===== config.mk =====
export PLATFORM = sky130hd
export DESIGN_NAME = cache_miss_controller
export DESIGN_NICKNAME = d
export VERILOG_FILES = /design/src/rtl/cache_pkg.sv /design/src/rtl/sat_counter.sv /design/src/rtl/cache_miss_controller.sv
export SDC_FILE = /design/constraint.sdc
export NUM_CORES = 1
export LEC_CHECK = 0
export CAP_MARGIN = 20
export CELL_PAD_IN_SITES_DETAIL_PLACEMENT = 1
export CELL_PAD_IN_SITES_GLOBAL_PLACEMENT = 1
export CORE_MARGIN = 5
export CORE_UTILIZATION = 29
export DETAILED_ROUTE_END_ITERATION = 10
export PLACE_DENSITY_LB_ADDON = 0.1
export SYNTH_ARGS = -nofsm -noshare
export SYNTH_HDL_FRONTEND = slang
export SYNTH_SLANG_ARGS = --single-unit

===== constraint.sdc =====
create_clock -name clk_i -period 4.64 [get_ports clk_i]
set_clock_uncertainty 0.15 [all_clocks]
set_input_delay 0.928 -clock clk_i [delete_from_list [all_inputs] [get_ports clk_i]]
set_output_delay 0.928 -clock clk_i [all_outputs]
set_load 0.05 [all_outputs]

===== src/rtl/cache_pkg.sv =====
// Shared widths, FSM state type and line-select helper for the direct-mapped cache controller.
package cache_pkg;

  localparam int unsigned OFFSET_W  = 2;
  localparam int unsigned INDEX_W   = 10;
  localparam int unsigned TAG_W     = 3;
  localparam int unsigned ADDR_W    = TAG_W + INDEX_W + OFFSET_W;
  localparam int unsigned WORD_W    = 32;
  localparam int unsigned LINE_W    = WORD_W << OFFSET_W;
  localparam int unsigned NUM_LINES = 1 << INDEX_W;

  typedef enum logic [2:0] {
    StIdle,
    StLookup,
    StMem,
    StFill,
    StResp,
    StFlush
  } state_e;

  function automatic logic [WORD_W-1:0] line_word(input logic [LINE_W-1:0]   line,
                                                  input logic [OFFSET_W-1:0] offset);
    return line[WORD_W*offset +: WORD_W];
  endfunction

endpackage


===== src/rtl/sat_counter.sv =====
// Saturating event counter with synchronous clear; holds at all-ones instead of wrapping.
module sat_counter #(
  parameter int unsigned CNT_W = 16
) (
  input  logic             clk_i,
  input  logic             rst_i,
  input  logic             inc_i,
  input  logic             clr_i,
  output logic [CNT_W-1:0] cnt_o
);

  logic [CNT_W-1:0] cnt_q, cnt_d;

  always_comb begin
    cnt_d = cnt_q;
    if (clr_i) begin
      cnt_d = '0;
    end else if (inc_i && (cnt_q != '1)) begin
      cnt_d = cnt_q + CNT_W'(1);
    end
  end

  always_ff @(posedge clk_i) begin
    if (rst_i) begin
      cnt_q <= '0;
    end else begin
      cnt_q <= cnt_d;
    end
  end

  assign cnt_o = cnt_q;

endmodule


===== src/rtl/cache_miss_controller.sv =====
// Read-miss sequencer for the direct-mapped cache: lookup, line fetch and fill, response
// handshake, full-array invalidate, and saturating hit/miss statistics.
module cache_miss_controller
  import cache_pkg::*;
#(
  parameter int unsigned MEM_LAT = 1,
  parameter int unsigned CNT_W   = 16
) (
  input  logic                 clk_i,
  input  logic                 rst_i,
  input  logic                 req_valid_i,
  output logic                 req_ready_o,
  input  logic [ADDR_W-1:0]    req_addr_i,
  output logic                 resp_valid_o,
  input  logic                 resp_ready_i,
  output logic [WORD_W-1:0]    resp_data_o,
  output logic                 resp_hit_o,
  input  logic                 flush_i,
  output logic                 busy_o,
  output logic [ADDR_W-1:0]    dp_addr_o,
  input  logic                 dp_hit_i,
  input  logic [WORD_W-1:0]    dp_word_i,
  output logic                 fill_en_o,
  output logic                 inv_en_o,
  output logic [INDEX_W-1:0]   inv_index_o,
  output logic                 mem_read_o,
  output logic [ADDR_W-1:0]    mem_addr_o,
  input  logic [LINE_W-1:0]    mem_rdata_i,
  output logic [CNT_W-1:0]     hit_count_o,
  output logic [CNT_W-1:0]     miss_count_o
);

  localparam int unsigned LatW = (MEM_LAT > 1) ? $clog2(MEM_LAT) : 1;

  state_e             state_q, state_d;
  logic [ADDR_W-1:0]  addr_q, addr_d;
  logic [WORD_W-1:0]  data_q, data_d;
  logic               hit_q, hit_d;
  logic [LatW-1:0]    wait_q, wait_d;
  logic [INDEX_W-1:0] inv_q, inv_d;
  logic               hit_inc, miss_inc, stat_clr;

  always_comb begin
    state_d  = state_q;
    addr_d   = addr_q;
    data_d   = data_q;
    hit_d    = hit_q;
    wait_d   = wait_q;
    inv_d    = inv_q;
    hit_inc  = 1'b0;
    miss_inc = 1'b0;
    stat_clr = 1'b0;
    unique case (state_q)
      StIdle: begin
        // Flush wins over a coincident request.
        if (flush_i) begin
          inv_d    = '0;
          stat_clr = 1'b1;
          state_d  = StFlush;
        end else if (req_valid_i) begin
          addr_d  = req_addr_i;
          state_d = StLookup;
        end
      end
      StLookup: begin
        if (dp_hit_i) begin
          data_d  = dp_word_i;
          hit_d   = 1'b1;
          hit_inc = 1'b1;
          state_d = StResp;
        end else begin
          miss_inc = 1'b1;
          wait_d   = LatW'(MEM_LAT - 1);
          state_d  = StMem;
        end
      end
      StMem: begin
        if (wait_q == '0) begin
          state_d = StFill;
        end else begin
          wait_d = wait_q - LatW'(1);
        end
      end
      StFill: begin
        data_d  = line_word(mem_rdata_i, addr_q[OFFSET_W-1:0]);
        hit_d   = 1'b0;
        state_d = StResp;
      end
      StResp: begin
        if (resp_ready_i) begin
          state_d = StIdle;
        end
      end
      StFlush: begin
        inv_d = inv_q + INDEX_W'(1);
        if (inv_q == INDEX_W'(NUM_LINES - 1)) begin
          state_d = StIdle;
        end
      end
      default: state_d = StIdle;
    endcase
  end

  always_ff @(posedge clk_i) begin
    if (rst_i) begin
      state_q <= StIdle;
      addr_q  <= '0;
      data_q  <= '0;
      hit_q   <= 1'b0;
      wait_q  <= '0;
      inv_q   <= '0;
    end else begin
      state_q <= state_d;
      addr_q  <= addr_d;
      data_q  <= data_d;
      hit_q   <= hit_d;
      wait_q  <= wait_d;
      inv_q   <= inv_d;
    end
  end

  // All handshake and strobe outputs are pure decodes of the registered state.
  assign req_ready_o  = (state_q == StIdle);
  assign busy_o       = (state_q != StIdle);
  assign resp_valid_o = (state_q == StResp);
  assign fill_en_o    = (state_q == StFill);
  assign inv_en_o     = (state_q == StFlush);
  assign mem_read_o   = (state_q == StMem);
  assign inv_index_o  = inv_q;
  assign dp_addr_o    = addr_q;
  assign mem_addr_o   = {addr_q[ADDR_W-1:OFFSET_W], {OFFSET_W{1'b0}}};
  assign resp_data_o  = data_q;
  assign resp_hit_o   = hit_q;

  sat_counter #(
    .CNT_W (CNT_W)
  ) u_hit_cnt (
    .clk_i (clk_i),
    .rst_i (rst_i),
    .inc_i (hit_inc),
    .clr_i (stat_clr),
    .cnt_o (hit_count_o)
  );

  sat_counter #(
    .CNT_W (CNT_W)
  ) u_miss_cnt (
    .clk_i (clk_i),
    .rst_i (rst_i),
    .inc_i (miss_inc),
    .clr_i (stat_clr),
    .cnt_o (miss_count_o)
  );

endmodule


After elaboration in Yosys (flattened, before gate mapping) --
Index checks and enable logic that the tools add are counted.
Storage, ports and cells: input port bits 181, output and inout bits 111, bits in registers 94, logic and storage cells 64
Operators by class: muxes and demuxes 22, equality and inequality tests 15, shifts and indexed selects 1, bitwise logic cells 1, $add $sub $neg 4, reductions and logical operators 13
Operators by type and width (count):
- 128-bit by 8-bit variable part select with 32-bit output | 1
- 32-bit case mux with 2 select lines | 1
- 16-bit by 1-bit adder with 16-bit output, second input constant | 2
- 32-bit two-way mux | 1
- 16-bit != test, second input constant | 2
- 10-bit case mux with 2 select lines | 1
- 3-bit two-way mux | 6
- 3-bit case mux with 6 select lines | 1
- 10-bit by 1-bit adder with 10-bit output, second input constant | 1
- 10-bit equality test, second input constant | 1
- 10-bit two-way mux | 1
- 1-bit two-way mux | 9
- 3-bit by 2-bit equality test with 1-bit output, second input constant | 2
- 3-bit equality test, second input constant | 2
- 2-bit by 1-bit != test with 1-bit output, second input constant | 3
- 2-bit != test, second input constant | 3
- 2-bit AND reduction | 3
- 2-bit nonzero test | 3
- 1-bit case mux with 2 select lines | 2
- 4-bit AND reduction | 1
- 3-bit by 1-bit equality test with 1-bit output, second input constant | 1
- 3-bit zero test | 1
- 3-bit by 2-bit != test with 1-bit output, second input constant | 1
- 3-bit AND reduction | 1
- 5 further kinds | 6

Depth between registers and ports, before layout --
Gate-level depths: netlist of run 1.
word-level depth 3, depth in mapped cells 8, depth with buffers taken out 6

By module --
Synthesis of run 1 repeated with hierarchy kept, for this count alone.
Second synthesis, totals: cells, all modules 608, area, all modules 5551.6 sq um
By module, submodules not included:
- cache_miss_controller | cells each 404, instances 1, area each 3717.3 sq um, sequential area each 1221.2 sq um
- sat_counter | cells each 102, instances 2, area each 917.1 sq um, sequential area each 320.3 sq um

Worst setup path after synthesis of run 1 --
No wires, ideal clock.
kind register to output, start register state_q[2], end output resp_valid_o, arrival 1.667 ns, buffers on the path 1, setup slack 1.895 ns, data required time 3.562 ns, cell stages (with the launch flop) 3, path through dfxtp_1 > buf_2 > nor3b_1
On the way: cells in the longest elaborated chain, start to end 1
RTL lines:
- from (decl) | line cache_miss_controller.sv:35 | state_e state_q, state_d;
- from (signal assigned) | line cache_miss_controller.sv:106 | state_q <= StIdle;
- from (signal assigned) | line cache_miss_controller.sv:113 | state_q <= state_d;
- 3-bit equality test | line cache_miss_controller.sv:125 | assign resp_valid_o = (state_q == StResp);
- to (decl) | line cache_miss_controller.sv:14 | output logic resp_valid_o,
No other way between the ends.

Final worst setup path of run 1 --
start register state_q[1], end output inv_en_o
On the way: cells in the longest elaborated chain, start to end 1
RTL lines:
- 3-bit equality test | line cache_miss_controller.sv:127 | assign inv_en_o = (state_q == StFlush);
- to (decl) | line cache_miss_controller.sv:24 | output logic inv_en_o,
No other way between the ends.

==> results of run 1 <==
## per-stage QoR
step	utilization, %	hold WS [ps]	instance area (um^2)
2_1_floorplan	-	484	5040
3_3_place_gp	46.5	310	7980
3_5_place_dp	46.5	324	7980
4_1_cts	48.1	339	8260
5_1_grt	48.1	358	8260
6_report	48.1	332	8260
## how the worst min path moves through the flow
stage | end | cells past startpoint | slack, ps
finish | dp_addr_o[13] | 2 | 330
global route | dp_addr_o[14] | 2 | 360
CTS | dp_addr_o[13] | 2 | 340
global placement | dp_addr_o[6] | 2 | 310
detailed placement | resp_data_o[1] | 2 | 320
floorplan | state_q[0] | 3 | 480
## sequential cells by signal (all words and copies together) (netlist names)
name              flops
inv_index_o          10
state_q               3
u_hit_cnt.cnt_o      16
resp_data_o          32
dp_addr_o            15
resp_hit_o            1
u_miss_cnt.cnt_o     16
## final cells by class
class                   count  area, um^2  share of cell area [%]
inverters                  10        37.5                   0.454
clock buffers               9         225                    2.73
flip-flops and latches     93        1860                    22.6
repair buffers            296        2940                    35.6
diodes                      1        2.50                  0.0303
clock inverters             7        50.0                   0.606
well taps                 225         282                    3.41
multi-input cells         417        2860                    34.6
## cell usage after synthesis, types with 2 or more instances
cell type,instances
nand2_1,113
dfxtp_1,93
nor2_1,75
a311oi_1,37
mux4_2,32
clkbuf_1,31
a21oi_1,30
xnor2_1,17
buf_4,16
nor3_1,16
nand3_1,14
nand4_1,13
inv_1,9
nor4_1,8
o21ai_0,7
or3_1,7
xor2_1,6
buf_2,5
nor3b_1,4
and2_1,3
and3_1,3
buf_1,3
ha_1,3
a211oi_1,2
and4_1,2
buf_6,2
nand3b_1,2
nor4_2,2
## metal layers
metal	share of wire, %	up-vias
met3	7.2	29
met5	0.063	-
met2	52	182
met4	2.5	2
li1	-	2564
met1	38	2604
## report_power, final
group / internal, uW / switching [uW] / total (uW)
Combinational: 388 / 531 / 919
Clock: 366 / 344 / 709
Sequential: 856 / 54.6 / 910
## critical path: stages, from the launching register on
cell             delay, ps
dfxtp_1                580
nand3b_1               430
clkinv_1               350
clkdlybuf4s50_1        790
## kinds of logic (layout without fill, tap and decap cells)
kind of cell / Yosys count / count (layout)
and+or+nand+nor: 272 / 272
DFF: 93 / 93
AOI/OAI and AO/OA: 83 / 83
buffers and inverters: 67 / 322
muxes: 34 / 34
xor gates and xnor gates: 23 / 23
adders and majority gates: 3 / 3
other: 1 / 3
==> impl_metrics.tcl, run 1 <==
set metrics [dict create \
    drc_errors 0 \
    drt-initial-drc-count 241 \
    reg2regPathDepth 5 \
    synth_area_um2 5030 \
    synth_edf_count 0 \
    worst_skew_pair.late_latency_ps 350 \
    drive_above_1_share_pct 7.69 \
    regToRegStartpoint "state_q[1]" \
    grt_usage_pct 20.1 \
    cts_hold_buf 0 \
    fin_tns_setup_ps 0 \
    clockRootBuffer "clkbuf_16" \
    ys_seq_area_share_pct 37.0 \
    yosysWarnings 0 \
    hold_class "flop to flop" \
    worst_slew_pin_slew_ps 737 \
    synth_top_area_cell "dfxtp_1" \
    synth.avg_cell_area_um2 8.74 \
    gp_congestion 0.807 \
    synth_mux_area_share_pct 14.7 \
    rsz0062_at_grt "no" \
    synth_simple_gate_area_share_pct 25.2 \
    worstSetupStartpointType "flop" \
    wirelength_mm 20.7 \
    grt_remaining_overflow 0 \
    relSlewSlack_pct 50.8 \
    grtUsageMet3_pct 6.57 \
    r2r-end "u_hit_cnt.cnt_o[12]" \
    synth_cell_types 49 \
    path_class "flop to primary output" \
    yosys_register_bits 93 \
    final_cell_count_no_fill 1058 \
    setup_viol 0 \
    syn_inst 576 \
    post_cts_buffers 0 \
    final_common_cell "clkdlybuf4s50_1" \
    io-pin-count 292 \
    grt_max_degree 65 \
    cts_buffers 9 \
    nets 1011 \
    drtPass1Iterations 4 \
    start_util_pct 29.3 \
    hp-start "dp_addr_o[13]" \
    dp_hpwl_mm 16.5 \
    finalMaxSlewViolations 0 \
    cts_tree "done" \
    die_w_um 142 \
    fillers 1959 \
    synth-xor-area-share_pct 4.00 \
    groute.layer.met1.usage_pct 22.7 \
    setup.worst_path.end "inv_en_o" \
    async_flop_share_pct 0 \
    finalPower_uw 2540 \
    synth_compound_area_share_pct 11.7 \
    numPlacedInstances 1041 \
    endpoint_kind "primary output" \
    fin_ws_ps 1060 \
    rows 48 \
    use_met2_pct 35.9 \
    critPathRequiredTime_ps 3560 \
    synth_top_family_by_area "simple AND/OR/NAND/NOR gates" \
    syn_to_final_growth_pct 64.2 \
    critPathMaxFanout 13 \
    clk_pin_slew_ps 70 \
    fp.dieH_um 142 \
    outcome "complete, no violations" \
    port-buffer-count 289 \
    hold_viol 0 \
    vias_per_cell 5.09 \
    vdd_drop_max_v 0.000196 \
    power_leakage_uw 0.00264 \
    yosys.area_share.adder_pct 0.746 \
    r2r_slack_ps 2030 \
    pre_cts_slack_ps 1080 \
    drv_cap 0 \
    grt_pass1_vias 5889 \
    fmax_ghz 0.279 \
    grt_antenna_before_repair 2 \
    cellPowerDensity_nw_per_um2 307 \
    finalCritPeriodShare_pct 77.1 \
    ys_top_cells_by_area "dfxtp_1 37%, mux4_2 14%, nand2_1 8.4%" \
    core-area_um2 17200 \
    drtAntennaViolNets 0 \
    clkSinkCount 93 \
    clockBufferDepth 2 \
    fin_crit_ps 3580 \
    yosysTopAreaCellShare_pct 37.0 \
    grt_pass1_wl_mm 32.1 \
    cts_resized 0 \
    wl_per_cell_um 19.6 \
    die_area_um2 20100 \
    crit_start "state_q[1]" \
    cp.arrival_ps 2500 \
    htreeDepth 3 \
    final_cell_mix "288 x clkdlybuf4s50_1, 113 x nand2_1, 92 x dfxtp_1, 75 x nor2_1, 37 x a311oi_1" \
    ys.flop_type "dfxtp_1" \
    num_vias 5381 \
    busiest_layer "met2" \
]
No activity file was read; power rests on OpenSTA's default activity.
==> run 2: changes to the inputs <==
--- a/config.mk
+++ b/config.mk
@@ -9,7 +9,7 @@
 export CELL_PAD_IN_SITES_DETAIL_PLACEMENT = 1
 export CELL_PAD_IN_SITES_GLOBAL_PLACEMENT = 1
 export CORE_MARGIN = 5
-export CORE_UTILIZATION = 29
+export CORE_UTILIZATION = 27
 export DETAILED_ROUTE_END_ITERATION = 10
 export PLACE_DENSITY_LB_ADDON = 0.1
 export SYNTH_ARGS = -nofsm -noshare
==> constraint.sdc (replaced) <==
create_clock -name clk_i -period 3.6 [get_ports clk_i]
set_clock_uncertainty 0.15 [all_clocks]
set_input_delay 0.72 -clock clk_i [delete_from_list [all_inputs] [get_ports clk_i]]
set_output_delay 0.72 -clock clk_i [all_outputs]
set_load 0.05 [all_outputs]
==> run 2 against run 1 <==
Net effect:
- register-to-register slack lost 750 ps
- critical path depth grew 1
- total power grew 28%
- first-iteration DRC count shrank 59%
- flip-flop and latch count is the same
- die area grew 6.9%
- utilization shrank 3.3 points
- sequential power grew 29%
- largest cell class unchanged
- largest power group unchanged
==> impl_metrics.tcl, run 2 (synthesis results as in run 1) <==
set metrics [dict create \
    outcome "complete, no violations" \
    p_clk_share_pct 27.3 \
    drive_above_1_share_pct 7.68 \
    cellPowerDensity_nw_per_um2 392 \
    fin_area_um2 8290 \
    wirelength_mm 21.1 \
    syn_to_final_growth_pct 64.7 \
    worstSetupStartpointType "flop" \
    relSlewSlack_pct 50.9 \
    dp_hpwl_mm 16.7 \
    start_util_pct 27.2 \
    io-pin-count 292 \
    p_sw_share_pct 36.1 \
    path_class "flop to primary output" \
    num_vias 5354 \
    finalCritPeriodShare_pct 88.7 \
    cts_buffers 9 \
    multiInputGateArea_um2 2860 \
    core-area_um2 18500 \
    grt_remaining_overflow 0 \
    combPwrFrac_pct 36.6 \
    clockRootBuffer "clkbuf_16" \
    final_cell_mix "288 x clkdlybuf4s50_1, 113 x nand2_1, 92 x dfxtp_1, 75 x nor2_1, 37 x a311oi_1" \
    final_core_util_pct 44.8 \
    gp_congestion 0.839 \
    reg2regPathDepth 5 \
    fin_tns_setup_ps 0 \
    drc_errors 0 \
    power_leakage_uw 0.00265 \
    die_w_um 147 \
    drt-initial-drc-count 99 \
    vdd_drop_max_v 0.000208 \
    vias_per_cell 5.00 \
    grt_max_degree 65 \
    intPower_uw 2080 \
    cts_hold_buf 0 \
    critPathRequiredTime_ps 2730 \
    endpoint_kind "primary output" \
    seq_area_um2 1860 \
    clkSinkCount 93 \
    hold_viol 0 \
    grt_pass1_wl_mm 32.5 \
    fillers 2166 \
    placed_area_um2 8020 \
    setup_viol 0 \
    finalPower_uw 3250 \
    htreeDepth 3 \
    clk_pin_slew_ps 70 \
    grt_pass1_vias 5912 \
    grt_usage_pct 19.1 \
    drtAntennaViolNets 0 \
    hold_path_depth 2 \
    hold_class "flop to flop" \
    finalMaxSlewViolations 0 \
    nets 1012 \
    clockBufferDepth 2 \
    rows 50 \
    die_area_um2 21500 \
    net-switching-power_uw 1180 \
    worst_slew_pin_slew_ps 736 \
    wl_per_cell_um 19.7 \
    final_cell_count_no_fill 1070 \
    cts_resized 0 \
    post_cts_buffers 0 \
    numPlacedInstances 1051 \
    cts_tree "done" \
    largest_reg_flops 32 \
    worst_skew_pair.late_latency_ps 340 \
    rsz0062_at_grt "no" \
    final_common_cell "clkdlybuf4s50_1" \
    critPathMaxFanout 13 \
    port-buffer-count 289 \
    drtPass1Iterations 6 \
    p_seq_share_pct 36.1 \
    fmax_ghz 0.313 \
    cp.arrival_ps 2320 \
    drv_cap 0 \
    fin_crit_ps 3190 \
    grt_antenna_before_repair 3 \
    fp.dieH_um 147 \
]
-- run 2: metal layers --
metal | GRT usage (%) | up-vias | part of all wire [%]
met1 | 20.5 | 2591 | 38
met3 | 7.11 | 27 | 7.8
met2 | 34.2 | 165 | 52
met4 | 6.87 | 2 | 2.0
li1 | - | 2569 | -
met5 | 0 | - | 0.062
-- run 2: through the flow --
step | setup WS, ps | hold WS (ps)
4_1_cts | 396 | 336
6_report | 406 | 332
2_1_floorplan | 1060 | 484
3_5_place_dp | 610 | 322
3_3_place_gp | 777 | 308
5_1_grt | 300 | 350
-- run 2: power groups by stage --
stage	Combinational (uW)	Sequential (uW)	Clock (uW)
final	1190	1170	890
after global routing	1260	1190	961
after CTS	1210	1170	925
after detailed placement	1200	1200	0
after floorplan	514	1390	0
after global placement	1190	1190	0
-- run 2: area by class of cell --
cell class	instances	area share (%)
clock buffer	10	2.76
multi-input combinational	417	34.5
tap	234	3.53
sequential	93	22.5
timing repair buffer	297	35.7
antenna	3	0.0906
clock inverter	6	0.468
inverter	10	0.453
-- run 2: path summary, 6_finish.rpt --
| path | start | end | slack (ps) |
|---|---|---|---|
| worst min-delay path | dp_addr_o[12] | dp_addr_o[12] | 330 |
| worst max-delay path | state_q[1] | inv_en_o | 410 |
| worst min register to register | dp_addr_o[12] | dp_addr_o[12] | 330 |
| worst max register to register | u_miss_cnt.cnt_o[13] | u_miss_cnt.cnt_o[6] | 1280 |
-- run 2: critical path, stage by stage (launching register included) --
cell and delay (ps):
dfxtp_1 590, nand3b_1 170, buf_4 190, clkinv_1 240, clkdlybuf4s50_1 780
